### config.mk
export PLATFORM = sky130hd
export DESIGN_NAME = dac_spi_arbiter
export DESIGN_NICKNAME = d
export VERILOG_FILES = /design/src/rtl/dac_spi_arbiter.sv
export SDC_FILE = /design/constraint.sdc
export NUM_CORES = 1
export LEC_CHECK = 0
export ABC_CLOCK_PERIOD_IN_PS = 3600
export CAP_MARGIN = 20
export CORE_MARGIN = 2
export CORE_UTILIZATION = 53
export CTS_BUF_LIST = sky130_fd_sc_hd__clkbuf_8
export DETAILED_ROUTE_END_ITERATION = 7
export MAX_ROUTING_LAYER = met4
export PLACE_DENSITY_LB_ADDON = 0.15
export SETUP_SLACK_MARGIN = 0.1
export SLEW_MARGIN = 30
export SYNTH_ARGS = -nofsm -noshare
export SYNTH_HDL_FRONTEND = slang
export SYNTH_SLANG_ARGS = --single-unit
### constraint.sdc
create_clock -name clk -period 3.6 [get_ports clk]
set_clock_uncertainty 0.15 [all_clocks]
set_input_delay 0.54 -clock clk [delete_from_list [all_inputs] [get_ports clk]]
set_output_delay 0.54 -clock clk [all_outputs]
set_load 0.05 [all_outputs]
### src/rtl/dac_spi_arbiter.sv
// rtl/dac_spi_arbiter.sv - round-robin arbiter sharing one DAC SPI link between wave and ctrl sources
// Grants in IDLE, shifts {CFG, data} MSB first over 16 SCLK periods, then holds CSB high.
module dac_spi_arbiter #(
  parameter int          SCLK_HALF = 4,
  parameter int          CS_HIGH   = 4,
  parameter logic [3:0]  CFG       = 4'b0011
) (
  input  logic        clk,
  input  logic        reset_n,
  input  logic        wave_req,
  input  logic [11:0] wave_data,
  output logic        wave_ack,
  input  logic        ctrl_req,
  input  logic [11:0] ctrl_data,
  output logic        ctrl_ack,
  input  logic        mute,
  output logic        DAC_CSB,
  output logic        DAC_SCLK,
  output logic        DAC_DIN,
  output logic        busy,
  output logic        frame_done,
  output logic        last_src
);

  localparam int PMAX = (SCLK_HALF > CS_HIGH) ? SCLK_HALF : CS_HIGH;
  localparam int CW   = (PMAX > 1) ? $clog2(PMAX) : 1;
  localparam logic [CW-1:0] HALF_LAST = CW'(SCLK_HALF - 1);
  localparam logic [CW-1:0] HOLD_LAST = CW'(CS_HIGH - 1);

  typedef enum logic [1:0] {IDLE, SHIFT, HOLD} state_e;

  state_e          state_q, state_d;
  logic [15:0]     shift_q, shift_d;
  logic [3:0]      bit_q, bit_d;
  logic            phase_hi_q, phase_hi_d;
  logic [CW-1:0]   cnt_q, cnt_d;
  logic            last_src_q, last_src_d;
  logic            grant_wave, grant_ctrl;

  // On a tie the source that did not win last time is served.
  assign grant_wave = wave_req & (~ctrl_req | last_src_q);
  assign grant_ctrl = ctrl_req & (~wave_req | ~last_src_q);

  always_ff @(posedge clk or negedge reset_n) begin
    if (!reset_n) begin
      state_q    <= IDLE;
      shift_q    <= '0;
      bit_q      <= '0;
      phase_hi_q <= 1'b0;
      cnt_q      <= '0;
      last_src_q <= 1'b0;
    end else begin
      state_q    <= state_d;
      shift_q    <= shift_d;
      bit_q      <= bit_d;
      phase_hi_q <= phase_hi_d;
      cnt_q      <= cnt_d;
      last_src_q <= last_src_d;
    end
  end

  always_comb begin
    state_d    = state_q;
    shift_d    = shift_q;
    bit_d      = bit_q;
    phase_hi_d = phase_hi_q;
    cnt_d      = cnt_q;
    last_src_d = last_src_q;
    wave_ack   = 1'b0;
    ctrl_ack   = 1'b0;
    frame_done = 1'b0;
    case (state_q)
      IDLE: begin
        // reset_n gating keeps the combinational acks quiet while reset is held.
        if (reset_n && (grant_ctrl || grant_wave)) begin
          if (grant_ctrl) begin
            ctrl_ack   = 1'b1;
            shift_d    = {CFG, ctrl_data};
            last_src_d = 1'b1;
          end else begin
            wave_ack   = 1'b1;
            shift_d    = {CFG, mute ? 12'h800 : wave_data};
            last_src_d = 1'b0;
          end
          bit_d      = 4'd15;
          phase_hi_d = 1'b0;
          cnt_d      = '0;
          state_d    = SHIFT;
        end
      end
      SHIFT: begin
        if (cnt_q == HALF_LAST) begin
          cnt_d = '0;
          if (!phase_hi_q) begin
            phase_hi_d = 1'b1;
          end else begin
            phase_hi_d = 1'b0;
            if (bit_q == 4'd0) state_d = HOLD;
            else               bit_d   = bit_q - 4'd1;
          end
        end else begin
          cnt_d = cnt_q + CW'(1);
        end
      end
      HOLD: begin
        if (cnt_q == HOLD_LAST) begin
          frame_done = 1'b1;
          cnt_d      = '0;
          state_d    = IDLE;
        end else begin
          cnt_d = cnt_q + CW'(1);
        end
      end
      default: state_d = IDLE;
    endcase
  end

  assign busy     = (state_q != IDLE) | wave_ack | ctrl_ack;
  assign DAC_CSB  = (state_q != SHIFT);
  assign DAC_SCLK = (state_q == SHIFT) & phase_hi_q;
  assign DAC_DIN  = (state_q == SHIFT) & shift_q[bit_q];
  assign last_src = last_src_q;

endmodule

Word level (Yosys, flattened, before mapping)
Cells that the tools add are included.
Widths: inputs -> output; s select.

cells by class
  add/subtract/negate cells = 2
  order comparisons = 1
  eq/ne operators = 10
  muxes and demuxes = 30
  bitwise logic cells = 11
  reduce and logical (&&, ||, !) cells = 13

operators by type and width
  kind                 count
  $mux 12              2
  $mux 4               4
  $mux 2               7
  $mux 1               12
  $ne 2x2->1 const B   6
  $reduce_and 5->1     2
  $pmux 4 s2           1
  $pmux 2 s3           1
  $reduce_bool 2->1    3
  $lt 4x5->1 const B   1
  $and 1x1->1          4
  $bmux 1 s4           1
  $eq 2x2->1 const B   2
  $logic_not 4->1      1
  $or 1x1->1           4
  $pmux 2 s2           1
  $reduce_and 2->1     2
  $sub 4x1->4 const B  1
  $not 1->1            3
  $reduce_and 3->1     1
  $add 2x1->2 const B  1
  $eq 2x1->1 const B   1
  $logic_not 2->1      1
  $ne 2x1->1 const B   1
  other kinds (4)      4

word-level totals
  register bits after elaboration = 26
  logic and storage cells = 73

Logic depth before layout (Yosys ltp)
Gate-level depths: netlist of the first run.

  depth after elaboration = 9
  depth in mapped cells = 7
  mapped depth without buffers = 6

Least setup slack after synthesis of the first run
No wires, ideal clock.

  kind = flip-flop to output port
  start = register state_q[1]
  end = output DAC_SCLK
  arrival time = 1.891 ns
  setup slack = 1.019 ns
  stages on the path, launching flop included = 6
  cells stage by stage = dfrtp_1 > inv_1 > ha_1 > clkbuf_1 > inv_1 > nor2_1

between the ends
  word-level cells in the longest chain between the ends = 2

RTL lines
  item                      line  source
  start: declaration        32    state_e state_q, state_d;
  start signal: assignment  53    state_q <= state_d;
  $eq 2x1->1                120   assign DAC_SCLK = (state_q == SHIFT) & phase_hi_q;
  $and 1x1->1               120
  end: declaration          18    output logic DAC_SCLK,

Every way passes these cells.

Worst setup path after layout of the first run
  start = register bit_q[0]
  end = output DAC_DIN

between the ends
  word-level cells in the longest chain between the ends = 3

RTL lines
  item                          line  source
  start: declaration            34    logic [3:0] bit_q, bit_d;
  start signal: assignment      55    bit_q <= bit_d;
  $bmux 1 s4                    121   assign DAC_DIN = (state_q == SHIFT) & shift_q[bit_q];
  $mux 1 (implied by the code)  121
  $and 1x1->1                   121
  end: declaration              19    output logic DAC_DIN,

Every way passes these cells. The select of a mux whose other input is x is not followed.

==> results of run 1 <==
-- per-layer routing --
| layer | share of wire, % | routed length (um) | track usage [%] |
|---|---|---|---|
| met1 | 41 | 1280 | 25.8 |
| met3 | 4.3 | 132 | 4.92 |
| met2 | 53 | 1630 | 43.8 |
| met5 | 0 | 0 | - |
| met4 | 1.6 | 50 | 9.17 |
-- sequential cells by signal, summed over array words and instances, names as in the netlist --
name / cells
bit_q: 4
cnt_q: 2
state_q: 2
shift_q: 13
last_src: 1
phase_hi_q: 1
-- area by class of cell --
cell class | instances | area (um2) | share of cell area, %
clock buffer | 3 | 41.3 | 2.27
inverter | 9 | 33.8 | 1.86
sequential | 23 | 576 | 31.7
multi-input combinational | 107 | 712 | 39.2
tap | 30 | 37.5 | 2.06
clock inverter | 1 | 5.00 | 0.275
timing repair buffer | 39 | 413 | 22.7
-- placed cells by master (no fill, tap or decap), types with 2 or more instances in the layout --
| cell type | n |
|---|---|
| nor2_1 | 8 |
| mux2i_1 | 3 |
| a41oi_1 | 3 |
| nor3b_1 | 11 |
| inv_1 | 9 |
| o21ai_0 | 2 |
| a32o_1 | 2 |
| clkdlybuf4s50_1 | 33 |
| nand2_1 | 16 |
| and2_1 | 2 |
| buf_12 | 3 |
| nor3_1 | 2 |
| o21ai_1 | 14 |
| o22ai_1 | 3 |
| buf_4 | 3 |
| and3_1 | 2 |
| a31oi_1 | 2 |
| dfrtp_1 | 23 |
| clkbuf_8 | 3 |
| a21oi_1 | 16 |
| or3_1 | 3 |
| ha_1 | 6 |
-- path summary, 6_finish.rpt --
path,start,to,slack (ns)
worst max-delay path,bit_q[0],DAC_DIN,0.37
worst max register to register,bit_q[0],state_q[0],1.51
worst min register to register,shift_q[12],shift_q[12],0.31
max in group asynchronous,reset_n,cnt_q[0],2.32
worst min-delay path,shift_q[12],shift_q[12],0.31
min in group asynchronous,reset_n,shift_q[10],0.41
-- power breakdown --
part | internal, uW | total [uW] | leakage [uW] | switching, uW
clock | 77.3 | 162 | 0.0000255 | 84.5
combinational | 276 | 631 | 0.000475 | 356
sequential | 371 | 465 | 0.000275 | 94.2
-- stage by stage --
stage          area, um2  hold WS [ns]  util [%]
6_report            1820         0.309      74.1
3_3_place_gp        1770         0.281      72.2
3_5_place_dp        1770         0.294      72.2
2_1_floorplan       1360        0.0944         -
4_1_cts             1820         0.314      74.1
5_1_grt             1820         0.352      74.1
-- cells by family (layout without fill, tap and decap cells) --
group | count (synthesis) | in the layout | synth area share, %
buffers and inverters | 17 | 52 | 5.34
AND/OR/NAND/NOR | 46 | 46 | 18.0
adder cells (fa/ha/maj) | 6 | 6 | 5.52
flip-flops | 23 | 23 | 42.3
AO/OA/AOI/OAI | 48 | 48 | 21.3
multiplexers | 7 | 7 | 7.45
-- worst reg2reg max path, stage by stage, from the launching register on --
cell and delay, ns:
dfrtp_1 0.55, inv_1 0.08, ha_1 0.24, nor3b_2 0.17, and3_1 0.21, o21ai_1 0.23
mux2_1 0.34
==> impl_metrics.py, run 1 <==
metrics = {
    "placement": {
        "io_buffer_count": 36,
        "place_hpwl_um": 2430,
        "gp_congestion": 0.837,
        "place_ws_ns": 0.654,
        "placed_cells": 208,
    },
    "die": {
        "num_rows": 18,
        "core_area_um2": 2450,
        "die_h_um": 54.7,
        "start_util_pct": 55.4,
        "floorplan.die_area_um2": 2990,
        "io_pins": 37,
        "die_w_um": 54.7,
    },
    "global_routing": {
        "grt_pass1_vias": 1129,
        "grt_pass1_wl_um": 4930,
        "overflow": 0,
        "antenna_found_initial": 0,
        "grt_max_degree": 27,
        "grt.total_usage_pct": 24.3,
    },
    "synth": {
        "synthFlopType": "dfrtp_1",
        "syn-cell-area_um2": 1360,
        "synth.avg_cell_area_um2": 9.25,
        "syn-num-nets": 182,
        "synth_top_area_share_pct": 42.3,
        "ys_seq_area_share_pct": 42.3,
        "ys_ff_latch": 23,
        "synth_common_cells": "dfrtp_1 (23), a21oi_1 (16), nand2_1 (16)",
        "ys_types": 33,
        "async_flop_share_pct": 100,
        "synth_edf_count": 0,
        "yosysTopAreaCell": "dfrtp_1",
        "yosysMostFrequentCell": "dfrtp_1",
        "synth.area.top_cells": "dfrtp_1 (42%), nor3b_1 (6.1%), a21oi_1 (5.9%)",
        "syn_inst": 147,
        "synth_warnings": 0,
    },
    "drt": {
        "vias": 1197,
        "post_drt_wl_per_cell_um": 14.6,
        "drt_wl_total_um": 3090,
        "avgViaCountPerCell": 5.65,
        "first_iter_violations": 24,
        "route.detailed.drc": 0,
        "drt-pass1-iter-count": 4,
        "drtAntennaViolNets": 0,
    },
    "sta": {
        "layout_setup_ws_ns": 0.367,
        "report.final.slew_viol_count": 0,
        "worstMarginPinSlew_ns": 0.508,
        "min_period_over_period_pct": 89.8,
        "min_period_ns": 3.23,
        "slew_headroom_pct": 66.0,
        "setup_viol": 0,
        "fmax_mhz": 309,
        "final_hold_viol_count": 0,
        "tns_ns": 0,
        "rsz0062_at_grt": "no",
    },
    "status": {
        "status": "completed",
    },
    "critical_path": {
        "crit_path_start_kind": "flop",
        "arrival_ns": 2.54,
        "crit_fanout": 9,
        "path_delay_family": "buffers and inverters",
        "max_stage_delay_ns": 0.72,
        "crit_type": "flop to output pin",
        "critical_path.n_buffers_inverters": 1,
        "timing.critical_path.cells": "mux4_2 -> or3_1 -> o311ai_1 -> a31oi_1 -> clkdlybuf4s50_1",
        "cp-end-kind": "output pin",
        "cp_slowest_cell": "clkdlybuf4s50_1",
        "rr_worst_depth": 6,
        "path_depth": 5,
        "required_ns": 2.91,
    },
    "clock_tree": {
        "cts_setup_buffers": 0,
        "cts.sinks": 23,
        "cts_made_buffers": 3,
        "clockRootBuffer": "clkbuf_8",
        "htreeDepth": 1,
        "cts.repair.resized": 0,
        "hold_buffers": 0,
        "clkTransAtPathRegs_ns": 0.08,
        "cts_tree": "done",
        "clock_path_buffers": 2,
        "worstSkewPairLatency_ns": 0.26,
    },
    "power_and_ir_drop": {
        "ir_drop_uv": 543,
        "leakage_uw": 0.000775,
        "totalPowerFinal_uw": 1260,
        "power_density_nw_per_um2": 692,
    },
    "cells_and_area": {
        "nets": 218,
        "insertedDiodeCount": 0,
        "final_layout_size_suffix_gt1_share_pct": 7.69,
        "fin_cells": 212,
        "fillCellCount": 181,
        "syn_to_final_growth_pct": 33.7,
    },
    "hold_path": {
        "min_path_cells": 2,
        "hold_path.class": "flop to flop",
    },
    "flow_run": {
        "cap_violations": 0,
    },
}
(Power assumes the default switching activity.)
==> run 2, diff against run 1 <==
--- a/config.mk
+++ b/config.mk
@@ -14,7 +14,6 @@
 export MAX_ROUTING_LAYER = met4
 export PLACE_DENSITY_LB_ADDON = 0.15
 export SETUP_SLACK_MARGIN = 0.1
-export SLEW_MARGIN = 30
 export SYNTH_ARGS = -nofsm -noshare
 export SYNTH_HDL_FRONTEND = slang
 export SYNTH_SLANG_ARGS = --single-unit
==> results of run 2 <==
Same layout as run 1: the final DEF is identical, and so are final timing and power.
==> run 3, diff against run 2 <==
--- a/config.mk
+++ b/config.mk
@@ -11,6 +11,7 @@
 export CORE_UTILIZATION = 53
 export CTS_BUF_LIST = sky130_fd_sc_hd__clkbuf_8
 export DETAILED_ROUTE_END_ITERATION = 7
+export GPL_ROUTABILITY_DRIVEN = 0
 export MAX_ROUTING_LAYER = met4
 export PLACE_DENSITY_LB_ADDON = 0.15
 export SETUP_SLACK_MARGIN = 0.1
==> results of run 3 <==
Same layout as run 1: the final DEF is identical, and so are final timing and power.
